[src/rtl/rr_sel_arbiter_pkg.sv]
// Shared constants and types for the round-robin select arbiter slice.
// Imported by the arbiter top; the mux leaf is self-contained.
package rr_sel_arbiter_pkg;

  localparam logic SEL_A = 1'b0;
  localparam logic SEL_B = 1'b1;

  localparam int MODE_RR    = 0;
  localparam int MODE_FIXED = 1;

  // Occupancy of the single output slot; out_valid is decoded from it.
  typedef enum logic {
    SLOT_EMPTY = 1'b0,
    SLOT_FULL  = 1'b1
  } slot_state_t;

endpackage

[src/rtl/rr_sel_arbiter_mux.sv]
// WIDTH-wide combinational 2:1 selector: out = sel ? b : a.
module sel_mux2 #(
  parameter int WIDTH = 1
) (
  input  logic             sel,
  input  logic [WIDTH-1:0] a,
  input  logic [WIDTH-1:0] b,
  output logic [WIDTH-1:0] out
);

  assign out = sel ? b : a;

endmodule

[src/rtl/rr_sel_arbiter.sv]
// Arbitrates two valid/ready streams onto one registered output slot,
// driving the 2:1 select from a round-robin or fixed-priority grant.
module rr_sel_arbiter
  import rr_sel_arbiter_pkg::*;
#(
  parameter int WIDTH = 1,
  parameter int MODE  = 0
) (
  input  logic             clk,
  input  logic             rst,
  input  logic [WIDTH-1:0] a,
  input  logic             a_valid,
  output logic             a_ready,
  input  logic [WIDTH-1:0] b,
  input  logic             b_valid,
  output logic             b_ready,
  output logic             sel,
  output logic [WIDTH-1:0] out,
  output logic             out_src,
  output logic             out_valid,
  input  logic             out_ready
);

  slot_state_t      state;
  logic             last_grant;
  logic             grant_vld;
  logic             grant_sel;
  logic             load_en;
  logic [WIDTH-1:0] mux_out;

  assign out_valid = (state == SLOT_FULL);

  // Slot refills in the same cycle it drains, giving one word per cycle.
  assign load_en = !out_valid || out_ready;

  always_comb begin
    grant_vld = 1'b0;
    grant_sel = last_grant;
    if (MODE == MODE_FIXED) begin
      if (a_valid) begin
        grant_vld = 1'b1;
        grant_sel = SEL_A;
      end else if (b_valid) begin
        grant_vld = 1'b1;
        grant_sel = SEL_B;
      end
    end else begin
      unique case ({a_valid, b_valid})
        2'b10: begin
          grant_vld = 1'b1;
          grant_sel = SEL_A;
        end
        2'b01: begin
          grant_vld = 1'b1;
          grant_sel = SEL_B;
        end
        2'b11: begin
          grant_vld = 1'b1;
          grant_sel = ~last_grant;
        end
        default: begin
          grant_vld = 1'b0;
          grant_sel = last_grant;
        end
      endcase
    end
  end

  assign sel     = grant_sel;
  assign a_ready = !rst && load_en && grant_vld && (grant_sel == SEL_A);
  assign b_ready = !rst && load_en && grant_vld && (grant_sel == SEL_B);

  sel_mux2 #(
    .WIDTH(WIDTH)
  ) u_mux (
    .sel(grant_sel),
    .a  (a),
    .b  (b),
    .out(mux_out)
  );

  always_ff @(posedge clk) begin
    if (rst) begin
      state      <= SLOT_EMPTY;
      out        <= '0;
      out_src    <= SEL_A;
      last_grant <= SEL_B;
    end else if (load_en) begin
      if (grant_vld) begin
        out     <= mux_out;
        out_src <= grant_sel;
        state   <= SLOT_FULL;
        if (MODE == MODE_RR) begin
          last_grant <= grant_sel;
        end
      end else begin
        // load_en with a full slot implies out_ready, so the word drained.
        state <= SLOT_EMPTY;
      end
    end
  end

endmodule

[config.mk]
export PLATFORM = sky130hd
export DESIGN_NAME = rr_sel_arbiter
export DESIGN_NICKNAME = d
export VERILOG_FILES = /design/src/rtl/rr_sel_arbiter_pkg.sv /design/src/rtl/rr_sel_arbiter_mux.sv /design/src/rtl/rr_sel_arbiter.sv
export SDC_FILE = /design/constraint.sdc
export NUM_CORES = 1
export LEC_CHECK = 0
export BUFFER_PORTS_ARGS = -buffer_cell sky130_fd_sc_hd__buf_2
export CAP_MARGIN = 30
export CORE_AREA = 4 4 41 43
export CTS_BUF_LIST = sky130_fd_sc_hd__clkbuf_2
export DETAILED_ROUTE_END_ITERATION = 16
export DIE_AREA = 0 0 45 47
export PLACE_DENSITY = 0.46
export SLEW_MARGIN = 5
export SYNTH_ARGS = -nofsm -noshare
export SYNTH_HDL_FRONTEND = slang
export SYNTH_SLANG_ARGS = --single-unit
export TNS_END_PERCENT = 5
[constraint.sdc]
create_clock -name clk -period 1.1 [get_ports clk]
set_input_delay 0 -clock clk [delete_from_list [all_inputs] [get_ports clk]]
set_output_delay 0 -clock clk [all_outputs]
set_load 0.02 [all_outputs]
==> flow_metrics.py <==
metrics = {
    "global_route": {
        "grt_first_pass_wirelength_um": 1055,
        "groute.usage.overall_pct": 7.437,
        "met1_usage_pct": 7.763,
        "globalRouteMet2Util_pct": 10.73,
        "antenna_found_initial": 0,
        "grt_pass1_vias": 258,
        "grt-ovfl-total": 0,
        "grt_max_degree": 7,
        "met3_usage_pct": 7.280,
        "grt.busiest_layer": "met2",
    },
    "yosys": {
        "yosysWarnings": 0,
        "synth_area_leaders": "dfxtp_1 39%, o21ai_0 9.6%, nor2_1 7.2%",
        "synthCells": 24,
        "yosysTopAreaCell": "dfxtp_1",
        "syn_nets": 31,
        "ys_ff_latch": 4,
        "synth.distinct_cells": 15,
        "syn_avg_cell_area_um2": 8.654,
        "yosys.area.top_type_share_pct": 38.55,
        "seq_area_frac_synth_pct": 38.55,
        "synthesis.area_um2": 207.7,
    },
    "sta": {
        "setup_tns_ns": -0.3312,
        "post-route-min-period_ns": 1.198,
        "timing.hold.ws_ns": 0.05109,
        "relSlewSlack_pct": 75.76,
        "fmaxAchievable_mhz": 834.5,
        "finalCritPeriodShare_pct": 108.9,
        "rsz0062_at_grt": "true",
        "tightest_slew_ns": 0.3623,
        "slew_viol_final": 0,
        "setup_ws_ns": -0.09827,
        "setup_viol": 5,
        "skew_ns": 0.002401,
        "finalHoldViolCount": 0,
    },
    "placed_design": {
        "post_dp_cell_area_um2": 317.8,
        "routabilityCongestion": 0.7301,
        "numPortBuffers": 12,
        "dp_hpwl_um": 441.6,
        "dp_slack_ns": -0.05217,
        "dpl.cell_count": 54,
    },
    "clocking": {
        "cts-buffers-inserted": 3,
        "path_clk_slew_ns": 0.04,
        "clock_latency_ns": 0.21,
        "numClockSinks": 4,
        "clockBufferDepth": 2,
        "root_buffer": "clkbuf_2",
        "cts_tree": "built",
        "h-tree-depth": 1,
    },
    "layout": {
        "most-common-layout-cells": "9 x buf_2, 4 x buf_6, 3 x o21ai_0, 3 x clkbuf_2, 3 x buf_4",
        "final_common_cell": "buf_2",
        "fin_util_pct": 31.73,
        "nNetsFinal": 52,
        "drive_gt1_share_pct": 74.42,
        "area_growth_pct": 98.80,
        "final_area_um2": 412.9,
        "num_antenna_cells": 0,
        "fillCellCount": 150,
        "stdcell_count": 58,
    },
    "critical_path": {
        "reg2reg_depth": 3,
        "crit_path_start_kind": "register",
        "crit_required_ns": 1.10,
        "path_max_fanout": 2,
        "cp_num_cells": 6,
        "critPathBufInv": 3,
        "slowest_delay_ns": 0.31,
        "path_cells": "buf_6 -> nand2b_4 -> o21ai_4 -> buf_6 -> nor3_2 -> buf_4",
        "crit_type": "register to output port",
        "crit_path_end_kind": "output port",
        "worst_path_most_repeated_cell": "buf_6",
        "critPathSlowestCell": "dfxtp_2",
        "cp.arrival_ns": 1.20,
        "crit_family": "buffers and inverters",
    },
    "power_and_ir_drop": {
        "irDropWorstVdd_mv": 0.5038,
        "total_power_mw": 0.4850,
        "p_leak_nw": 0.1762,
        "powerDensity_nw_per_um2": 1175,
    },
    "drt": {
        "via_count": 248,
        "viasPerCell": 4.276,
        "drtIter0Drc": 10,
        "ant_nets": 0,
        "drc": 0,
        "avgRoutedWirePerCell_um": 11.64,
        "drt-pass1-iter-count": 2,
        "wl_um": 675,
    },
    "hold_path": {
        "hold_depth": 2,
        "hp-class": "input pin to register",
    },
    "floorplanning": {
        "die_x_um": 45,
        "fp.dieH_um": 47,
        "dieArea_um2": 2115,
        "fp-row-count": 13,
        "io_pins": 13,
        "core_um2": 1301,
        "floorplan.initialDensity_pct": 15.96,
    },
    "outcome": {
        "violations": "negative setup slack",
        "status": "finished with violations",
    },
    "run": {
        "drv_cap": 0,
    },
}
[where the power goes]
group | switching (mW) | internal, mW
Combinational | 0.0914 | 0.0898
Clock | 0.0616 | 0.0733
Sequential | 0.00832 | 0.161
Total | 0.161 | 0.324
[layout make-up]
cell class | count | area [µm²] | area share [%]
clock buffers | 3 | 15.01 | 3.636
multi-input cells | 20 | 183.9 | 44.55
flip-flops and latches | 4 | 82.58 | 20.00
well taps | 15 | 18.77 | 4.545
repair buffers | 16 | 112.6 | 27.27
[routing by layer]
metal  share of wire (%)  wire, µm
met5                   0         0
met4                   0         0
met3                 8.6        58
met2                  53       355
met1                  39       261
[synth_stat cells]
cell / number
or4_4: 1
nor3_1: 1
o21ba_2: 1
nor2b_1: 1
and2_4: 1
a21oi_1: 1
nand3b_1: 1
a311oi_1: 1
a21oi_2: 1
nor4_1: 1
dfxtp_1: 4
or3b_1: 1
nor2_1: 4
nand2b_1: 1
o21ai_0: 4
[worst reg2reg max path, stage by stage, from the launching register on]
cell and delay, ns:
dfxtp_2 0.33, and2_4 0.15, or4_4 0.52, a21oi_2 0.12
[sequential cells by signal, indices dropped and copies added (netlist names)]
name / count
out_valid: 1
last_grant: 1
out_src: 1
out: 1
[worst paths after layout]
path                            endpoint       start  slack, ns
worst max-delay path             a_ready   out_valid       -0.1
worst min-delay path             out_src         rst       0.05
worst max register to register   out_src  last_grant      -0.08
worst min register to register   out_src     out_src       0.51
[timing repair]
action / CTS / global route
resized for setup: 6 / 12
setup buffers: 0 / 1
setup endpoints to repair: 6 / 6
hold buffers: 0 / 0
pin swaps: 1 / 2
[cell families (layout without fill, tap and decap cells)]
| logic type | Yosys count | in the layout | share of synthesized area, % |
|---|---|---|---|
| compound gates | 8 | 8 | 25.30 |
| flops | 4 | 4 | 38.56 |
| buf+inv | 0 | 19 | 0 |
| simple gates | 12 | 12 | 36.15 |
Note: power is estimated with default switching activity, not from simulation.
